--- src/rtl/edge_event_arbiter.sv ---
`default_nettype none
// ============================================================================
//  Module   : edge_event_arbiter
//  Purpose  : Detects rising edges on N synchronised level inputs, latches
//             each as a pending event and serves pending events one at a time
//             to a single consumer over valid/ready with round-robin priority.
//  Ports    : clk        - system clock, all state updates on posedge
//             reset      - synchronous active-high reset
//             level      - [N-1:0] per-channel level inputs (already synced)
//             ovf_clr    - clears the sticky overflow flags
//             out_ready  - consumer accepts the offered event
//             out_valid  - an event is being offered
//             out_id     - [IDW-1:0] channel index of the offered event
//             pending    - [N-1:0] per-channel pending-event flags
//             overflow   - [N-1:0] sticky: edge arrived while still pending
//  Revision : 1.0 - initial release
// ============================================================================
module edge_event_arbiter #(
  parameter int N   = 4,
  parameter int IDW = 2
) (
  input  logic           clk,
  input  logic           reset,
  input  logic [N-1:0]   level,
  input  logic           ovf_clr,
  input  logic           out_ready,
  output logic           out_valid,
  output logic [IDW-1:0] out_id,
  output logic [N-1:0]   pending,
  output logic [N-1:0]   overflow
);

  typedef enum logic [1:0] {
    DET_ZERO = 2'd0,
    DET_EDGE = 2'd1,
    DET_ONE  = 2'd2
  } det_state_t;

  typedef enum logic [0:0] {
    ARB_IDLE  = 1'b0,
    ARB_OFFER = 1'b1
  } arb_state_t;

  // --------------------------------------------------------------------------
  // Per-channel Moore edge detectors. The EDGE state lasts exactly one cycle,
  // so tick is a single-cycle strobe per rising edge.
  // --------------------------------------------------------------------------
  logic [N-1:0] tick;

  generate
    for (genvar gi = 0; gi < N; gi++) begin : g_det
      det_state_t det_q;
      det_state_t det_d;

      always_ff @(posedge clk) begin
        if (reset) begin
          det_q <= DET_ZERO;
        end else begin
          det_q <= det_d;
        end
      end

      always_comb begin
        det_d = DET_ZERO;
        case (det_q)
          DET_ZERO: det_d = level[gi] ? DET_EDGE : DET_ZERO;
          DET_EDGE: det_d = level[gi] ? DET_ONE  : DET_ZERO;
          DET_ONE:  det_d = level[gi] ? DET_ONE  : DET_ZERO;
          default:  det_d = DET_ZERO;
        endcase
      end

      assign tick[gi] = (det_q == DET_EDGE);
    end
  endgenerate

  // --------------------------------------------------------------------------
  // Arbiter state
  // --------------------------------------------------------------------------
  arb_state_t     arb_q, arb_d;
  logic [IDW-1:0] out_id_q, out_id_d;
  logic [IDW-1:0] ptr_q, ptr_d;
  logic [N-1:0]   pending_q, pending_d;
  logic [N-1:0]   overflow_q, overflow_d;

  // Handshake only counts while an event is actually offered.
  logic         hs;
  logic [N-1:0] hs_vec;

  assign hs = (arb_q == ARB_OFFER) && out_ready;

  generate
    for (genvar gi = 0; gi < N; gi++) begin : g_hs
      assign hs_vec[gi] = hs && (out_id_q == IDW'(gi));
    end
  endgenerate

  // A new tick always wins over the handshake clear, so an edge landing in
  // the handshake cycle re-arms the channel instead of being lost. Overflow
  // is only raised when the older event is not being consumed this cycle.
  always_comb begin
    pending_d  = tick | (pending_q & ~hs_vec);
    overflow_d = (tick & pending_q & ~hs_vec) | (overflow_q & ~{N{ovf_clr}});
  end

  // --------------------------------------------------------------------------
  // Round-robin search: first pending channel starting at ptr, wrapping at N.
  // The index carries one extra bit so ptr+k (< 2N) never overflows before
  // the modulo-N correction.
  // --------------------------------------------------------------------------
  logic [IDW:0]   idx;
  logic           sel_found;
  logic [IDW-1:0] sel_id;

  always_comb begin
    idx       = '0;
    sel_found = 1'b0;
    sel_id    = '0;
    for (int k = 0; k < N; k++) begin
      idx = {1'b0, ptr_q} + (IDW+1)'(k);
      if (idx >= (IDW+1)'(N)) begin
        idx = idx - (IDW+1)'(N);
      end
      if (!sel_found && pending_q[idx[IDW-1:0]]) begin
        sel_found = 1'b1;
        sel_id    = idx[IDW-1:0];
      end
    end
  end

  always_comb begin
    arb_d    = arb_q;
    out_id_d = out_id_q;
    ptr_d    = ptr_q;
    case (arb_q)
      ARB_IDLE: begin
        if (sel_found) begin
          arb_d    = ARB_OFFER;
          out_id_d = sel_id;
        end
      end
      ARB_OFFER: begin
        if (out_ready) begin
          arb_d = ARB_IDLE;
          ptr_d = (out_id_q == IDW'(N-1)) ? '0 : out_id_q + IDW'(1);
        end
      end
      default: arb_d = ARB_IDLE;
    endcase
  end

  always_ff @(posedge clk) begin
    if (reset) begin
      arb_q      <= ARB_IDLE;
      out_id_q   <= '0;
      ptr_q      <= '0;
      pending_q  <= '0;
      overflow_q <= '0;
    end else begin
      arb_q      <= arb_d;
      out_id_q   <= out_id_d;
      ptr_q      <= ptr_d;
      pending_q  <= pending_d;
      overflow_q <= overflow_d;
    end
  end

  assign out_valid = (arb_q == ARB_OFFER);
  assign out_id    = out_id_q;
  assign pending   = pending_q;
  assign overflow  = overflow_q;

endmodule
`default_nettype wire

--- config.mk ---
export PLATFORM = sky130hd
export DESIGN_NAME = edge_event_arbiter
export DESIGN_NICKNAME = d
export VERILOG_FILES = /design/src/rtl/edge_event_arbiter.sv
export SDC_FILE = /design/constraint.sdc
export NUM_CORES = 1
export LEC_CHECK = 0
export CAP_MARGIN = 15
export CORE_UTILIZATION = 37
export CTS_CLUSTER_SIZE = 24
export DETAILED_ROUTE_END_ITERATION = 7
export GPL_ROUTABILITY_DRIVEN = 0
export HOLD_SLACK_MARGIN = 0.06
export SLEW_MARGIN = 0
export SYNTH_ARGS = -nofsm -noshare
export SYNTH_HDL_FRONTEND = slang
export SYNTH_SLANG_ARGS = --single-unit
--- constraint.sdc ---
create_clock -name clk -period 3.8 [get_ports clk]
set_input_delay 0.76 -clock clk [delete_from_list [all_inputs] [get_ports clk]]
set_output_delay 0.76 -clock clk [all_outputs]
set_load 0.03 [all_outputs]
After elaboration in Yosys (flattened, before gate mapping)
Index checks and enable logic that the tools add are counted.
{"block": "op_classes", "n_reduce_logical": 22, "n_lt_le_gt_ge": 8, "bitwise_logic": 9, "add_sub_neg": 8, "n_mux": 36, "eq_ne": 11}
{"op": "2-bit two-way mux", "n": 13}
{"op": "4-bit bitwise AND", "n": 4}
{"op": "2-bit case mux with 2 select lines", "n": 4}
{"op": "1-bit two-way mux", "n": 14}
{"op": "2-bit equality test (second input constant)", "n": 6}
{"op": "2-bit by 3-bit less-than comparator with 1-bit output (second input constant)", "n": 4}
{"op": "2-bit by 1-bit equality test with 1-bit output (second input constant)", "n": 5}
{"op": "2-bit logical NOT", "n": 5}
{"op": "3-bit >= comparator (second input constant)", "n": 3}
{"op": "1-bit binary-select mux with 2-bit select", "n": 4}
{"op": "1-bit logical AND", "n": 8}
{"op": "4-bit NOT", "n": 2}
{"op": "4-bit OR", "n": 2}
{"op": "2-bit OR reduction", "n": 4}
{"op": "2-bit by 1-bit subtractor with 2-bit output (second input constant)", "n": 4}
{"op": "2-bit by 2-bit adder with 3-bit output (second input constant)", "n": 2}
{"op": "2-bit AND reduction", "n": 2}
{"op": "2-bit by 1-bit adder with 3-bit output (second input constant)", "n": 1}
{"op": "2-bit by 3-bit >= comparator with 1-bit output (second input constant)", "n": 1}
{"op": "1-bit logical NOT", "n": 3}
{"op": "2-bit by 1-bit adder with 2-bit output (second input constant)", "n": 1}
{"op": "1-bit case mux with 2 select lines", "n": 1}
{"op": "1-bit NOT", "n": 1}
{"block": "totals", "out_inout_bits": 11, "inputBits": 8, "reg_bits": 21, "wordCells": 103}

Logic depth before layout (Yosys ltp)
Gate-level depths: netlist (run 1).
{"block": "depth", "depth_word": 16, "depth_mapped": 5, "ltp_nobuf": 5}

Worst setup path before layout (run 1)
No wires, ideal clock.
{"block": "synth_timing", "path_type": "register to register", "from": "register pending_q[3] (netlist: pending[3])", "to": "register out_id_q[1] (netlist: out_id[1])", "stages_incl_launch_ff": 5, "setup_ps": 91, "synth_period_minus_slack_ps": 1483, "t_required_ps": 3709, "arrival_time_ps": 1392, "setup_slack_ps": 2317, "path_cell_list": "dfxtp_1 > nor4b_2 > a31oi_1 > or3_1 > a311oi_1"}
{"block": "synth_via", "elab_chain_len": 13, "word_cells_on_any_way": 23, "classes_between": "16 x mux; 7 x reduce/logical"}
{"item": "start: declaration", "line_no": "83", "source": "logic [N-1:0] pending_q, pending_d;"}
{"item": "start signal: assignment", "line_no": "163", "source": "pending_q <= pending_d;"}
{"item": "1-bit binary-select mux with 2-bit select", "line_no": "124", "source": "if (!sel_found && pending_q[idx[IDW-1:0]]) begin"}
{"item": "1-bit two-way mux (not written as such)", "line_no": "124"}
{"item": "1-bit two-way mux", "line_no": "124"}
{"item": "1-bit logical NOT", "line_no": "124"}
{"item": "1-bit logical AND", "line_no": "124"}
{"item": "1-bit two-way mux", "line_no": "124"}
{"item": "1-bit logical NOT", "line_no": "124"}
{"item": "1-bit logical AND", "line_no": "124"}
{"item": "1-bit two-way mux", "line_no": "124"}
{"item": "1-bit logical NOT", "line_no": "124"}
{"item": "1-bit logical AND", "line_no": "124"}
{"item": "1-bit two-way mux", "line_no": "124"}
{"item": "2-bit AND reduction (no line)"}
{"item": "end signal: assignment", "line_no": "161", "source": "out_id_q <= out_id_d;"}
{"item": "end: declaration", "line_no": "81", "source": "logic [IDW-1:0] out_id_q, out_id_d;"}
Several ways; a longest one is shown, not always the timed one. The select of a mux whose other input is x is not followed.
A chain may end at the register's enable or synchronous reset.

Worst setup path after layout (run 1)
{"block": "layout_timing", "from": "register pending_q[2] (netlist: pending[2])", "to": "output port pending[2]"}
{"item": "end: declaration", "line_no": "29", "source": "output logic [N-1:0] pending,"}
No word-level cell between the ends.

==> qor.yml, run 1 <==
clock_network:
  post_cts_resized: 0
  postCtsSetupRepairBufs: 0
  htree_levels: 1
  path_clk_slew_ps: 120
  cts_tree: "yes"
  clock_path_buffers: 2
  clk_latency_ps: 300
  cts_hold_buf: 0
  clock-sinks: 21
  clockRootBuffer: "clkbuf_4"
  cts_buffers: 3
routing:
  routed_via_density: 5.08
  wl_per_cell_um: 11.5
  drt-total-wl_mm: 1.82
  route.antenna.remaining_nets: 0
  post-route-drc-count: 0
  drt_iter0_drc: 11
  vias: 808
  drt_pass1_iterations: 3
placement:
  portBuffers: 18
  pre_cts_ws_ps: 1590
  hpwl_mm: 1.36
yosys:
  syn_area_mm2: 0.00105
  syn-num-nets: 136
  ys_ff_latch: 21
  yosysWarnings: 0
  synth_cell_types: 27
  synth_top_area_cell: "dfxtp_1"
  synth.avg_cell_area_um2: 9.37
  syn_inst: 112
  synth_top_area_frac: 0.400
  synth.area.top_cells: "dfxtp_1 (40%), ha_1 (19%), inv_1 (5.4%)"
  ys_seq_area_frac: 0.400
setup_path:
  cp.arrival_ps: 1580
  worst-path-buf-inv: 1
  cpPeakStageDelay_ps: 730
  endpoint_kind: "primary output"
  start_kind: "register"
  crit_path_max_fanout: 10
  cp_slowest_cell: "clkdlybuf4s50_1"
  critPathKind: "register to primary output"
  worst_ep_required_time_ps: 3040
  worstPathCellList: "clkdlybuf4s50_1"
  crit_family: "buffers and inverters"
pwr:
  power_density_mw_per_mm2: 367
  p_leak_nw: 0.526
  irDropWorstVdd_mv: 0.263
floorplanning:
  die_h_um: 55.3
  dieArea_mm2: 0.00305
  rows: 18
  die_x_um: 55.3
  start_util: 0.409
  io_pins: 19
  coreArea_mm2: 0.00257
timing:
  fin_tns_setup_ps: 0
  slew_violations: 0
  setup_ws_ps: 1460
  finalSetupViolCount: 0
  tightest_slew_ps: 740
  hold_viol: 0
  whs_ps: 507
  fmax_mhz: 428
  timing.final.crit_share: 0.615
  min_period_ps: 2340
  rsz0062_at_grt: "false"
  maxSlewHeadroom: 0.505
  skew_ps: 9.48
layout:
  drive_gt1_frac: 0.0465
  area_growth_pct: 20.5
  final_common_cell: "dfxtp_1"
  final_net_count: 154
  final_cell_mix: "dfxtp_1 (21), clkdlybuf4s50_1 (18), ha_1 (16), inv_1 (15), nor2_1 (11)"
  diodes: 0
global_routing:
  grt_pass1_wl_mm: 3.28
  gr-usage-met2: 0.210
  grt_overflow: 0
  grtUsageMet3: 0.0304
  gr-usage-all-layers: 0.134
  grt_max_degree: 23
  grt_pass1_vias: 736
  antenna_found_initial: 0
  use_met1: 0.177
  grt.busiest_layer: "met2"
worst_hold_path:
  min_path_type: "register to register"
status:
  status: "completed"
flow_run:
  drv_cap: 0
[Yosys cell counts]
cell type / instances
o31ai_1: 1
nor4b_2: 1
nor4bb_1: 4
nor2b_1: 1
a31oi_1: 2
clkbuf_1: 3
nor2_1: 11
buf_4: 1
mux2_2: 1
inv_1: 15
or3_1: 1
and2_1: 1
nor4_1: 1
a32oi_1: 4
a211oi_1: 1
ha_1: 16
nor3_1: 1
buf_6: 1
nand2b_1: 1
a311oi_1: 1
and3b_1: 4
a21boi_0: 1
o22ai_1: 1
a21oi_1: 8
nand2_1: 8
dfxtp_1: 21
o2111ai_1: 1
[path summary, 6_finish.rpt]
check / startpoint / endpoint / slack [ps] / cells after the start
max: pending[2] / pending[2] / 1460 / 1
min: overflow[3] / overflow[3] / 510 / 2
max reg2reg: pending[3] / out_id[1] / 2270 / 4
min reg2reg: overflow[3] / overflow[3] / 510 / 2
[per-stage QoR]
stage	utilization	power [mW]	area (um2)	cells
final	0.493	0.464	1260	159
after global routing	0.493	0.499	1260	159
after CTS	0.493	0.471	1260	159
after detailed placement	0.482	0.366	1240	155
after global placement	0.482	0.363	1240	155
after floorplan	-	0.328	1050	112
[sequential cells by signal (all words and copies together) (netlist names)]
signal	count
g_det.det_q	8
out_id	2
out_valid	1
overflow	4
pending	4
ptr_q	2
[worst reg2reg max path, stage by stage (launching register included)]
cell and delay [ps]:
dfxtp_1 510, nor4b_2 270, a31oi_1 60, or3_1 330, a311oi_1 260
[report_power, final]
part	internal [mW]	total [mW]	switching, mW	leakage [nW]
Combinational	0.0478	0.102	0.0545	0.336
Sequential	0.236	0.258	0.0219	0.172
Clock	0.0392	0.104	0.0651	0.0177
Total	0.323	0.464	0.141	0.526
[layer usage]
| metal | share of wire | wire length, um | vias to the layer above |
|---|---|---|---|
| met5 | 0 | 0 | - |
| met4 | 0.0071 | 13 | 0 |
| met3 | 0.028 | 51 | 2 |
| met2 | 0.47 | 854 | 13 |
| met1 | 0.50 | 904 | 378 |
| li1 | - | - | 415 |
[cell type report]
class | count | area [um2]
Inverter | 15 | 56.3
Clock buffer | 3 | 22.5
Tap cell | 30 | 37.5
Fill cell | 272 | 1300
Timing Repair Buffer | 18 | 180
Clock inverter | 1 | 5.00
Sequential cell | 21 | 420
Multi-Input combinational cell | 71 | 543
[logic make-up after synthesis]
group / synth area share
buf+inv: 0.0822
mux: 0.0107
compound gates: 0.128
flops: 0.400
simple gates: 0.188
fa+ha+maj: 0.191
No activity file was read; power rests on OpenSTA's default activity.
==> run 2, diff against run 1 <==
Clock period 3.8 ns to 1.98 ns, I/O delays scaled along.
==> run 2 against run 1 <==
Against the previous run: clock-buffer cell count grew 1; sequential cell count is the same; largest power group unchanged; sequential share of layout area shrank 0.13 points; worst setup slack lost 1400 ps.
==> qor.yml, run 2 (synthesis gave the netlist of run 1 again) <==
setup_path:
  rrSetupSlack_ps: 520  # -1750 ps
  regToRegStartpoint: "pending[3]"
  crit_start: "pending[3]"
  critPathKind: "register to primary output"
  worstRegToRegCells: 4  # unchanged
  r2r-end: "out_id[1]"
  cp.arrival_ps: 1500  # -80 ps
  cpPeakStageDelay_ps: 720  # about the same
  crit_path_max_fanout: 8  # -2
  worstPathCellList: "clkdlybuf4s50_1"
  crit_family: "buffers and inverters"
  worst_ep_required_time_ps: 1580  # -1460 ps
  endpoint_kind: "primary output"
  cp_slowest_cell: "clkdlybuf4s50_1"
  start_kind: "register"
  worst-path-buf-inv: 1  # unchanged
timing:
  finalSetupViolCount: 0  # unchanged
  tightest_slew_ps: 459  # -281 ps
  fin_tns_setup_ps: 0  # unchanged
  slew_violations: 0  # unchanged
  skew_ps: 6.48  # -3.00 ps
  min_period_ps: 1900
  timing.final.crit_share: 0.958
  fmax_mhz: 527
  hold_viol: 0  # unchanged
  rsz0062_at_grt: "false"
  maxSlewHeadroom: 0.693  # +0.188
clock_network:
  clock-sinks: 21  # unchanged
  clock_path_buffers: 2  # unchanged
  clk_latency_ps: 310  # about the same
  htree_levels: 1  # unchanged
  path_clk_slew_ps: 120  # about the same
  clockRootBuffer: "clkbuf_4"
  cts_tree: "yes"
  cts_buffers: 3  # unchanged
layout:
  final_cell_mix: "dfxtp_1 (21), clkdlybuf4s50_1 (17), ha_1 (16), inv_1 (15), nor2_1 (11)"
  area_growth_pct: 21.0
  drive_gt1_frac: 0.0462  # -0.000358
  top_register: "g_det.det_q"
  diodes: 0  # unchanged
  final_common_cell: "dfxtp_1"
  multi_input_area_um2: 543  # unchanged
  fillCellCount: 262  # -3.7%
  largest_reg_flops: 8  # unchanged
  final_net_count: 155  # +0.65%
  seq_area_um2: 420  # unchanged
pwr:
  p_total_mw: 0.899  # +94%
  p_leak_nw: 0.532  # +1.1%
  power_density_mw_per_mm2: 708  # +93%
  irDropWorstVdd_mv: 0.340  # +29%
routing:
  wl_per_cell_um: 12.0  # +4.2%
  vias: 831  # +2.8%
  routed_via_density: 5.19  # +2.2%
  post-route-drc-count: 0  # unchanged
  drt_iter0_drc: 10  # -1
  drt_pass1_iterations: 4  # +1
  drt-total-wl_mm: 1.91  # +4.9%
  route.antenna.remaining_nets: 0  # unchanged
floorplanning:
  coreArea_mm2: 0.00257  # unchanged
  dieArea_mm2: 0.00305  # unchanged
  start_util: 0.409  # unchanged
  die_x_um: 55.3  # unchanged
  rows: 18  # unchanged
  io_pins: 19  # unchanged
  die_h_um: 55.3  # unchanged
flow_run:
  drv_cap: 0  # unchanged
worst_hold_path:
  min_path_type: "register to register"
  min_from: "out_valid"
  hold_path_end: "out_valid"
  hold_path_depth: 2  # unchanged
global_routing:
  grt_max_degree: 14  # -39%
  antenna_found_initial: 0  # unchanged
  gr-usage-all-layers: 0.134  # +0.000295
  grt_overflow: 0  # unchanged
  grt_pass1_wl_mm: 3.31  # +0.64%
  grt_pass1_vias: 833  # +13%
status:
  status: "completed"
placement:
  hpwl_mm: 1.47  # +8.2%
  portBuffers: 18  # unchanged
run 2: cell count changes in the layout (fill, tap and decap cells not counted), sizes merged:
cell           change
dlygate4sd2        +1
clkdlybuf4s50      -1
buf                +1
clkinv             -1
clkbuf             +1
run 2: per-stage QoR:
| step | utilization | cells | setup slack [ps] | area (um2) | hold WS, ps |
|---|---|---|---|---|---|
| 2_1_floorplan | - | 112 | 497 | 1050 | 474 |
| 3_3_place_gp | 0.485 | 156 | 351 | 1240 | 475 |
| 3_5_place_dp | 0.485 | 156 | 314 | 1240 | 485 |
| 4_1_cts | 0.495 | 160 | 61.9 | 1270 | 506 |
| 5_1_grt | 0.495 | 160 | 16.2 | 1270 | 536 |
| 6_report | 0.495 | 160 | 83.1 | 1270 | 504 |
run 2: area by class of cell:
| cell class | count | share of cell area |
|---|---|---|
| Timing Repair Buffer | 19 | 0.147 |
| Sequential cell | 21 | 0.331 |
| Inverter | 15 | 0.0443 |
| Clock buffer | 4 | 0.0207 |
| Tap cell | 30 | 0.0296 |
| Multi-Input combinational cell | 71 | 0.428 |
run 2: worst reg2reg max path, stage by stage, from the launching register on:
cell      delay, ps
dfxtp_1         480
nor4b_2         240
a31oi_1          80
or3_1           330
a311oi_1        240
run 2: power by group:
| group | internal [mW] | switching, mW | total (mW) |
|---|---|---|---|
| sequential | 0.453 | 0.0388 | 0.492 |
| combinational | 0.0926 | 0.107 | 0.200 |
| clock | 0.0786 | 0.129 | 0.207 |
| total | 0.624 | 0.275 | 0.899 |
run 2: routing by layer:
| metal | up-vias | part of all wire | global-route usage |
|---|---|---|---|
| met3 | 4 | 0.033 | 0.0234 |
| met4 | 0 | 0.016 | 0.0750 |
| li1 | 415 | - | - |
| met5 | - | 0 | 0 |
| met2 | 14 | 0.52 | 0.246 |
| met1 | 398 | 0.43 | 0.143 |
run 2: how the worst max path moves through the flow:
stage	to	slack [ps]	cells past startpoint
finish	pending[3]	80	1
global route	pending[3]	20	1
CTS	pending[0]	60	1
detailed placement	out_id[0]	310	3
global placement	out_id[0]	350	3
floorplan	out_id[1]	500	4
run 2: repair_timing:
action | 4_1_cts | 5_1_grt
hold buffers | 0 | 0
buffers inserted | 0 | 0
gates resized for setup | 1 | 0
endpoints found under the hold margin | 0 | 0
endpoints found under the setup margin | 1 | 0
==> run 3, diff against run 2 <==
Settings changed: SKIP_CTS_REPAIR_TIMING set to 1.
==> run 3 against run 2 <==
Against the previous run: die area is the same; critical path depth is the same; core utilization grew 0.15 points; sequential share of layout area shrank 0.097 points; critical endpoint unchanged; largest power group unchanged.
==> qor.yml, run 3 (synthesis gave the netlist of run 1 again) <==
status:
  status: "completed"
global_routing:
  grt_pass1_vias: 833  # unchanged
  grt_overflow: 0  # unchanged
  gr-usage-all-layers: 0.134  # unchanged
  grt_max_degree: 14  # unchanged
  grt_pass1_wl_mm: 3.31  # unchanged
  antenna_found_initial: 0  # unchanged
clock_network:
  clock-sinks: 21  # unchanged
  clock_path_buffers: 2  # unchanged
  cts_tree: "yes"
  cts_buffers: 3  # unchanged
  htree_levels: 1  # unchanged
  path_clk_slew_ps: 120  # about the same
  clk_latency_ps: 310  # about the same
  clockRootBuffer: "clkbuf_4"
floorplanning:
  coreArea_mm2: 0.00257  # unchanged
  dieArea_mm2: 0.00305  # unchanged
  rows: 18  # unchanged
  io_pins: 19  # unchanged
  die_x_um: 55.3  # unchanged
  start_util: 0.409  # unchanged
  die_h_um: 55.3  # unchanged
routing:
  route.antenna.remaining_nets: 0  # unchanged
  drt-total-wl_mm: 1.91  # about the same
  drt_pass1_iterations: 4  # unchanged
  post-route-drc-count: 0  # unchanged
  drt_iter0_drc: 10  # unchanged
  vias: 831  # unchanged
  wl_per_cell_um: 12.0  # about the same
  routed_via_density: 5.19  # unchanged
timing:
  rsz0062_at_grt: "false"
  hold_viol: 0  # unchanged
  maxSlewHeadroom: 0.693  # unchanged
  fin_tns_setup_ps: 0  # unchanged
  finalSetupViolCount: 0  # unchanged
  skew_ps: 6.48  # unchanged
  timing.final.crit_share: 0.958  # unchanged
  slew_violations: 0  # unchanged
  fmax_mhz: 527  # unchanged
  min_period_ps: 1900  # unchanged
  setup_ws_ps: 83.1  # unchanged
  tightest_slew_ps: 459  # unchanged
layout:
  area_growth_pct: 21.3
  fillCellCount: 263  # +0.38%
  top_register: "g_det.det_q"
  largest_reg_flops: 8  # unchanged
  final_common_cell: "dfxtp_1"
  diodes: 0  # unchanged
  drive_gt1_frac: 0.0462  # unchanged
  final_net_count: 155  # unchanged
  design_area_mm2: 0.00127  # +0.30%
  final_cell_mix: "dfxtp_1 (21), clkdlybuf4s50_1 (17), ha_1 (16), inv_1 (15), nor2_1 (11)"
setup_path:
  cp_slowest_cell: "clkdlybuf4s50_1"
  worstPathCellList: "clkdlybuf4s50_1"
  start_kind: "register"
  worst-path-buf-inv: 1  # unchanged
  crit_path_max_fanout: 8  # unchanged
  crit_family: "buffers and inverters"
  cp.arrival_ps: 1500  # about the same
  worst_ep_required_time_ps: 1580  # about the same
  critPathKind: "register to primary output"
  endpoint_kind: "primary output"
  cpPeakStageDelay_ps: 720  # about the same
pwr:
  comb_power_share: 0.223  # about the same
  p_int_mw: 0.625  # +0.13%
  p_total_mw: 0.900  # about the same
  p_leak_nw: 0.544  # +2.3%
  power_density_mw_per_mm2: 706  # -0.20%
  power_switching_mw: 0.275  # about the same
  pwr-share-clk: 0.231  # about the same
  irDropWorstVdd_mv: 0.341  # +0.30%
  switching_share: 0.305  # about the same
  p_seq_frac: 0.546  # about the same
placement:
  placed_area_mm2: 0.00124  # unchanged
  hpwl_mm: 1.47  # unchanged
  portBuffers: 18  # unchanged
  pre_cts_ws_ps: 314  # unchanged
flow_run:
  drv_cap: 0  # unchanged
worst_hold_path:
  min_path_type: "register to register"
## run 3: final cells by class
| type | count | area, um2 | share of cell area |
|---|---|---|---|
| Clock buffer | 4 | 26.3 | 0.0206 |
| Inverter | 15 | 56.3 | 0.0442 |
| Multi-Input combinational cell | 71 | 543 | 0.426 |
| Sequential cell | 21 | 420 | 0.330 |
| Tap cell | 30 | 37.5 | 0.0295 |
| Timing Repair Buffer | 19 | 190 | 0.149 |
## run 3: metal layers
layer  GRT usage  wire length (um)  vias up
li1            -                 -      415
met1       0.143               822      398
met2       0.246               995       14
met3      0.0234                64        4
met4      0.0750                31        0
met5           0                 0        -
## run 3: worst paths after layout
| path | startpoint | endpoint | slack [ps] | cells past startpoint |
|---|---|---|---|---|
| max | pending[3] | pending[3] | 80 | 1 |
| min | out_valid | out_valid | 500 | 2 |
| max reg2reg | pending[3] | out_id[1] | 520 | 4 |
| min reg2reg | out_valid | out_valid | 500 | 2 |
## run 3: power by group through the flow
stage / Sequential, mW / Combinational [mW] / Clock, mW
floorplan: 0.525 / 0.104 / 0
global placement: 0.501 / 0.199 / 0
detailed placement: 0.502 / 0.202 / 0
CTS: 0.492 / 0.204 / 0.216
global route: 0.498 / 0.224 / 0.224
finish: 0.492 / 0.201 / 0.207
## run 3: metrics by stage
stage,hold WS (ps),utilization,cells
after floorplan,474,-,112
after global placement,475,0.485,156
after detailed placement,485,0.485,156
after CTS,506,0.495,160
after global routing,536,0.496,160
final,504,0.496,160
